`src/rtl/sha3_pkg.sv`:
```
// Shared constants, squeeze FSM state encoding and the lane-extract helper
// for the SHA-3 squeeze stage. The PERM state only exists when
// SHA3_SQUEEZE_XOF_EN is defined.
package sha3_pkg;

   localparam int STATE_W       = 1600;
   localparam int LANE_W        = 64;
   localparam int NUM_LANES     = 25;
   localparam int LANE_IDX_W    = 5;

   localparam int RATE_SHA3_256 = 17;
   localparam int RATE_SHAKE256 = 17;
   localparam int RATE_SHAKE128 = 21;
   localparam int RATE_SHA3_512 = 9;

   typedef enum logic [1:0] {
      SQ_IDLE    = 2'd0,
      SQ_WAIT_ST = 2'd1,
`ifdef SHA3_SQUEEZE_XOF_EN
      SQ_EMIT    = 2'd2,
      SQ_PERM    = 2'd3
`else
      SQ_EMIT    = 2'd2
`endif
   } sq_state_t;

   // Lane l occupies state bits l*64+k; bit k of the result is state bit l*64+k.
   function automatic logic [LANE_W-1:0] lane_extract(input logic [0:STATE_W-1] st,
                                                      input logic [LANE_IDX_W-1:0] l);
      logic [LANE_W-1:0] lane;
      logic [10:0]       w_idx;
      lane = {LANE_W{1'b0}};
      for (int k = 0; k < LANE_W; k++) begin
         w_idx   = 11'(int'(l) * LANE_W + k);
         lane[k] = st[w_idx];
      end
      return lane;
   endfunction

endpackage

```
`src/rtl/sha3_lane_mux.sv`:
```
// Combinational RATE_LANES:1 selector of one 64-bit lane from the snapshot.
// An out-of-range select yields zero.
module sha3_lane_mux
   import sha3_pkg::*;
#(
   parameter int RATE_LANES = 17
) (
   input  logic [LANE_W-1:0]     i_lanes [RATE_LANES],
   input  logic [LANE_IDX_W-1:0] i_sel,
   output logic [LANE_W-1:0]     o_data
);

   // AND-OR selection across all rate lanes.
   always_comb begin
      o_data = {LANE_W{1'b0}};
      for (int j = 0; j < RATE_LANES; j++) begin
         o_data = o_data | ({LANE_W{i_sel == LANE_IDX_W'(j)}} & i_lanes[j]);
      end
   end

endmodule

```
`src/rtl/sha3_squeezer.sv`:
```
// Squeeze stage of the SHA-3/SHAKE sponge: snapshots the rate lanes of a
// finished permutation and streams them out as 64-bit words over valid/ready.
// Build option SHA3_SQUEEZE_XOF_EN: when defined, output length is unbounded
// and a permutation is requested each time the rate is exhausted; otherwise
// the length is clamped to RATE_LANES words and perm_req_o is tied low.
module sha3_squeezer
   import sha3_pkg::*;
#(
   parameter int RATE_LANES = 17,
   parameter int LEN_W      = 16
) (
   input  logic               clk,
   input  logic               rst,
   input  logic               start_i,
   input  logic [LEN_W-1:0]   len_i,
   input  logic [0:STATE_W-1] state_i,
   input  logic               state_valid_i,
   output logic               perm_req_o,
   output logic [LANE_W-1:0]  data_o,
   output logic               valid_o,
   input  logic               ready_i,
   output logic               last_o,
   output logic               busy_o,
   output logic               done_o
);

   sq_state_t             r_state;
   logic [LEN_W-1:0]      r_remaining;
   logic [LANE_IDX_W-1:0] r_lane;
   logic [LANE_W-1:0]     r_snap [RATE_LANES];
   logic [LANE_W-1:0]     r_data;
   logic                  r_valid;
   logic                  r_last;
   logic                  r_busy;
   logic                  r_done;
   logic                  r_perm_req;

   logic                  w_xfer;
   logic [LANE_IDX_W-1:0] w_next_lane;
   logic [LANE_W-1:0]     w_mux_data;
   logic [LEN_W-1:0]      w_start_len;
   logic                  w_unused_st;

   assign w_xfer      = r_valid & ready_i;
   assign w_next_lane = r_lane + 5'd1;
   // Capacity lanes never reach the snapshot.
   assign w_unused_st = ^state_i;

`ifdef SHA3_SQUEEZE_XOF_EN
   assign w_start_len = len_i;
`else
   assign w_start_len = (len_i > LEN_W'(RATE_LANES)) ? LEN_W'(RATE_LANES) : len_i;
`endif

   sha3_lane_mux #(.RATE_LANES(RATE_LANES)) u_lane_mux (
      .i_lanes (r_snap),
      .i_sel   (w_next_lane),
      .o_data  (w_mux_data)
   );

   // Snapshot the rate lanes when a finished permutation arrives while waiting.
   always_ff @(posedge clk) begin
      if (rst) begin
         for (int j = 0; j < RATE_LANES; j++) r_snap[j] <= {LANE_W{1'b0}};
      end else if ((r_state == SQ_WAIT_ST) && state_valid_i) begin
         for (int j = 0; j < RATE_LANES; j++) r_snap[j] <= lane_extract(state_i, LANE_IDX_W'(j));
      end else begin
         for (int j = 0; j < RATE_LANES; j++) r_snap[j] <= r_snap[j];
      end
   end

   // Squeeze FSM with counters and the registered output stage.
   always_ff @(posedge clk) begin
      if (rst) begin
         r_state     <= SQ_IDLE;
         r_remaining <= {LEN_W{1'b0}};
         r_lane      <= {LANE_IDX_W{1'b0}};
         r_data      <= {LANE_W{1'b0}};
         r_valid     <= 1'b0;
         r_last      <= 1'b0;
         r_busy      <= 1'b0;
         r_done      <= 1'b0;
         r_perm_req  <= 1'b0;
      end else begin
         r_done     <= 1'b0;
         r_perm_req <= 1'b0;
         case (r_state)
            SQ_IDLE: begin
               if (start_i) begin
                  if (w_start_len == {LEN_W{1'b0}}) begin
                     r_done <= 1'b1;
                  end else begin
                     r_remaining <= w_start_len;
                     r_lane      <= {LANE_IDX_W{1'b0}};
                     r_busy      <= 1'b1;
                     r_state     <= SQ_WAIT_ST;
                  end
               end
            end
            SQ_WAIT_ST: begin
               if (state_valid_i) begin
                  // Lane 0 comes straight from the input so valid rises next cycle.
                  r_data  <= lane_extract(state_i, {LANE_IDX_W{1'b0}});
                  r_last  <= (r_remaining == LEN_W'(1));
                  r_valid <= 1'b1;
                  r_state <= SQ_EMIT;
               end
            end
            SQ_EMIT: begin
               if (w_xfer) begin
                  if (r_remaining != {LEN_W{1'b0}}) r_remaining <= r_remaining - LEN_W'(1);
                  if (r_remaining == LEN_W'(1)) begin
                     r_valid <= 1'b0;
                     r_last  <= 1'b0;
                     r_done  <= 1'b1;
                     r_busy  <= 1'b0;
                     r_lane  <= {LANE_IDX_W{1'b0}};
                     r_state <= SQ_IDLE;
`ifdef SHA3_SQUEEZE_XOF_EN
                  end else if (r_lane == LANE_IDX_W'(RATE_LANES - 1)) begin
                     r_valid    <= 1'b0;
                     r_last     <= 1'b0;
                     r_lane     <= {LANE_IDX_W{1'b0}};
                     r_perm_req <= 1'b1;
                     r_state    <= SQ_PERM;
`endif
                  end else begin
                     r_lane <= w_next_lane;
                     r_data <= w_mux_data;
                     r_last <= (r_remaining == LEN_W'(2));
                  end
               end
            end
`ifdef SHA3_SQUEEZE_XOF_EN
            SQ_PERM: begin
               r_state <= SQ_WAIT_ST;
            end
`endif
            default: begin
               r_state <= SQ_IDLE;
               r_valid <= 1'b0;
               r_busy  <= 1'b0;
            end
         endcase
      end
   end

   assign perm_req_o = r_perm_req;
   assign data_o     = r_data;
   assign valid_o    = r_valid;
   assign last_o     = r_last;
   assign busy_o     = r_busy;
   assign done_o     = r_done;

endmodule

```
`config.mk`:
```
export PLATFORM = sky130hd
export DESIGN_NAME = sha3_squeezer
export DESIGN_NICKNAME = d
export VERILOG_FILES = /design/src/rtl/sha3_pkg.sv /design/src/rtl/sha3_lane_mux.sv /design/src/rtl/sha3_squeezer.sv
export SDC_FILE = /design/constraint.sdc
export NUM_CORES = 2
export LEC_CHECK = 0
export ABC_AREA = 1
export BUFFER_PORTS_ARGS = -buffer_cell sky130_fd_sc_hd__buf_2
export CAP_MARGIN = 40
export CORE_AREA = 2 2 660 662
export DETAILED_ROUTE_END_ITERATION = 8
export DIE_AREA = 0 0 662 664
export HOLD_SLACK_MARGIN = 0.1
export PLACE_DENSITY_LB_ADDON = 0.25
export SKIP_LAST_GASP = 1
export SYNTH_ARGS = -nofsm -noshare
export SYNTH_HDL_FRONTEND = slang
export SYNTH_SLANG_ARGS = --single-unit
```
`constraint.sdc`:
```
create_clock -name clk -period 2.06 [get_ports clk]
set_input_delay 0.412 -clock clk [delete_from_list [all_inputs] [get_ports clk]]
set_output_delay 0.412 -clock clk [all_outputs]
set_load 0.1 [all_outputs]
```
==> summary.md <==
| Metric | Value |
|---|---|
| Run status | finished with violations |
| Violated checks | setup timing |
| Series of cell instances along the critical path | ha_4, buf_6, xor2_4, buf_12, nor2_4, buf_12, buf_4, buf_4, nand3_2, nand2_4, buf_12, nor2_4, nand3_4, buf_4, o21bai_1, a21oi_1 |
| Hold Slack | roughly 170 ps |
| Most used cells in the layout excluding fill and tap cells | 1794 x sky130_fd_sc_hd__nand2_1, 1397 x sky130_fd_sc_hd__nand3_1, 1237 x sky130_fd_sc_hd__a21oi_1 |
| End-of-flow core utilization | 0.214 |
| CP Data Required Time | ~2800 ps |
| Critical setup path kind | register to register |
| Synth Register Bits | between 1000 and 1500 |
| Post-layout worst setup margin | -652 ps |
| Buffers on Ports | 1176 |
| Synth-to-layout area growth | 78.1% |
| Worst skew pair latency | roughly 900 ps |
| Max Cap Viol | 0 |
| Share of the synthesized area in the top cell type | 0.455 |
| Clk sinks | about 1200 |
| Power Density | 1020 nW/um^2 |
| Total Die Area | 440000 um^2 |
| Number of endpoints failing setup at the final stage | 556 |
| Synth warn | 0 |
| Setup slack on the worst flop-to-flop path | -650 ps |
| Synthesized area divided by synthesized cell count | around 6.9 um^2 |
| Unrepaired setup endpoints after global routing | yes |
| Max stage delay on crit path | approximately 360 ps |
| Startpoint of the tightest hold check path | len_i[1] |
| Worst hold path endpoint | r_remaining[1]$_SDFFE_PP0P_ |
| HPWL after detailed placement | around 440000 um |
| Mapped cell area | roughly 52000 um^2 |
| Antenna violations before repair | 579 |
| RD Place Congestion | 1.01 |
| IR Drop Worst-Case VDD | 649 uV |
| Buffer cell driving the clock tree root | sky130_fd_sc_hd__clkbuf_16 |
| Kind of cell adding the most delay to the critical path | buffers and inverters |
| Max-slew headroom | 0.453 |
| DRC | 0 |
| Portion of the clock cycle consumed by the worst path in the final layout | 1.32 |
| Library cells used by synthesis | 31 |
| Floorplan core area | approximately 430000 um^2 |
| Standard-cell rows | about 240 |
| Remaining antenna violation count after routing | 0 |
| Critical path capture point type | register |
| Classification of the worst-slack hold path | input port to register |
| # nets final | between 10000 and 15000 |
| Overflow left after global routing | 0 |
| Number of pins exceeding their max-slew limit in the final report | 0 |
| Final-report hold violation count | 0 |
| Commonest non-fill, non-tap cell in the layout | sky130_fd_sc_hd__nand2_1 |
| Detailed-route wire length per cell | approximately 33 um |
| Critical R2R Capture | data_o[49]$_SDFFE_PP0P_ |
| H-tree depth | 4 |
| Height of the chip | approximately 660 um |
| Global-route wire length before repair | between 600000 and 700000 um |
| Cell count of the worst hold path | 7 |
| Vias in the first global route | between 60000 and 70000 |
| Number of instances in the synthesized netlist | roughly 7600 |
| Final clock skew | 73.1 ps |
| Number of cells traversed by the worst register-to-register path | 16 |
| Most instantiated flip-flop cell in the synthesis netlist | sky130_fd_sc_hd__dfxtp_1 |
| Critical path buffers and inverters | 7 |
| Ratio of cells with drive above 1 in the final layout | 0.271 |
| Total Routing Usage GR | 0.234 |
| Width of the chip | between 600 and 700 um |
| TritonCTS clock tree | built |
| Critical Path Slowest Stage Cell | sky130_fd_sc_hd__dfxtp_2 |
| Slew at the pin with the worst max-slew slack | 818 ps |
| Total leakage power | around 36 nW |
| Synth Net Count | 9183 |
| Count of flip-flops with a built-in enable after synthesis | 0 |
| Pin count of the biggest net entering global routing | ~150 |
| Part of the Yosys area used for sequential elements | 0.455 |
| Final Routed Wirelength | 540000 um |
| Num CTS Buffers | 159 |
| Largest cells by area after synthesis | sky130_fd_sc_hd__dfxtp_1 45%, sky130_fd_sc_hd__nand2_1 15%, sky130_fd_sc_hd__nand3_1 14%, sky130_fd_sc_hd__a21oi_1 12%, sky130_fd_sc_hd__clkbuf_1 3.9% |
| Clock tree buffer depth | 4 |
| DRT iter0 DRCs | 7212 |
| Via Count | a little under 70000 |
| Number of detailed-routing iterations run before antenna repair | 8 |
| Crit Reg-Reg Startpoint | r_lane[0]$_SDFFE_PP0P_ |
| Initial core utilization | 0.120 |
| Post-route setup TNS | -67640 ps |
| CP arrival | 3400 ps |
| I/O pin total | 1690 |
| Post-layout minimum cycle time | roughly 2700 ps |
| Share of async-settable or async-resettable flops after synthesis | 0 |
| Cell taking the most area after synthesis | sky130_fd_sc_hd__dfxtp_1 |
| Max Clk Rate | between 300 and 400 MHz |
| Via/cell ratio | 4.27 |
| Largest fanout of any net on the critical path | 10 |
| Clk pin slew, worst setup/hold paths | 60 ps |
| Critical path launch point type | register |
-- layout make-up --
class / instances / area, um^2
Timing Repair Buffer: 3095 / 27200
Tap cell: 5734 / 7170
Clock inverter: 49 / 574
Fill cell: 48800 / 340000
Inverter: 154 / 589
Multi-Input combinational cell: 5555 / 28200
Antenna cell: 236 / 591
Clock buffer: 227 / 4540
Sequential cell: 1179 / 23600
-- worst min-delay path, delay by kind of cell --
family,cells,cell delay [ps]
AO/OA/AOI/OAI,1,110
AND/OR/NAND/NOR,4,290
buffers and inverters,2,190
-- logic make-up after synthesis --
group,after synthesis,synth area share
and+or+nand+nor,3931,0.322
AOI/OAI and AO/OA,1609,0.158
DFF,1179,0.455
buffers and inverters,820,0.0621
adders and majority gates,8,0.00193
xor gates and xnor gates,6,0.00101
other,1,0.0000722
-- registers in the layout, summed over array words and instances (netlist names), 2 cells and up --
register     flops
r_snap        1088
r_remaining     16
r_state          2
data_o          64
r_lane           5
-- per-stage QoR --
| stage | power (mW) | instance area (um^2) | setup WS [ps] | cells |
|---|---|---|---|---|
| global route | 96.9 | 92200 | -712 | 16100 |
| detailed placement | 58.8 | 70800 | -1330 | 14500 |
| floorplan | 42.1 | 51900 | 21.0 | 7554 |
| CTS | 93.0 | 90200 | -641 | 16000 |
| global placement | 58.9 | 70800 | -1370 | 14500 |
| finish | 94.0 | 92400 | -652 | 16200 |
-- how the worst max path moves through the flow --
stage	cells past startpoint	slack [ps]	endpoint	start
3_3_place_gp	13	-1370	data_o[26]$_SDFFE_PP0P_	r_lane[1]$_SDFFE_PP0P_
6_report	16	-650	data_o[49]$_SDFFE_PP0P_	r_lane[0]$_SDFFE_PP0P_
2_1_floorplan	13	20	data_o[59]$_SDFFE_PP0P_	r_lane[1]$_SDFFE_PP0P_
3_5_place_dp	15	-1330	data_o[23]$_SDFFE_PP0P_	r_lane[0]$_SDFFE_PP0P_
5_1_grt	19	-710	data_o[25]$_SDFFE_PP0P_	r_lane[1]$_SDFFE_PP0P_
4_1_cts	15	-640	data_o[25]$_SDFFE_PP0P_	r_lane[2]$_SDFFE_PP0P_
-- report_power, final --
group	leakage [nW]	switching (mW)	internal [mW]
Clock	2.51	12.2	16.7
Sequential	9.57	2.36	25.6
Combinational	23.9	24.6	12.6
-- cell usage after synthesis (all sizes together), types with 8 or more instances --
cell,n
nand3,1495
dfxtp,1179
buf,122
o21ai,303
clkbuf,544
nor2,409
ha,8
nand4,10
a21oi,1237
nand2,2007
o21bai,64
inv,151
-- per-layer routing --
metal / vias up / wire length (um) / global-route usage
met4: 230 / 23300 / 0.0789
li1: 30800 / - / -
met5: - / 1510 / 0
met2: 3397 / 245000 / 0.383
met1: 33600 / 224000 / 0.293
met3: 1228 / 45400 / 0.0653
-- timing repair --
| item | 4_1_cts | 5_1_grt |
|---|---|---|
| setup endpoints to repair | 349 | 933 |
| pin swaps | 125 | 155 |
| gates cloned | 19 | 10 |
| gates resized for setup | 603 | 361 |
| hold endpoints to repair | 1155 | 0 |
| hold buffers | 1094 | 0 |
| setup buffers | 61 | 37 |
(Power assumes the default switching activity.)
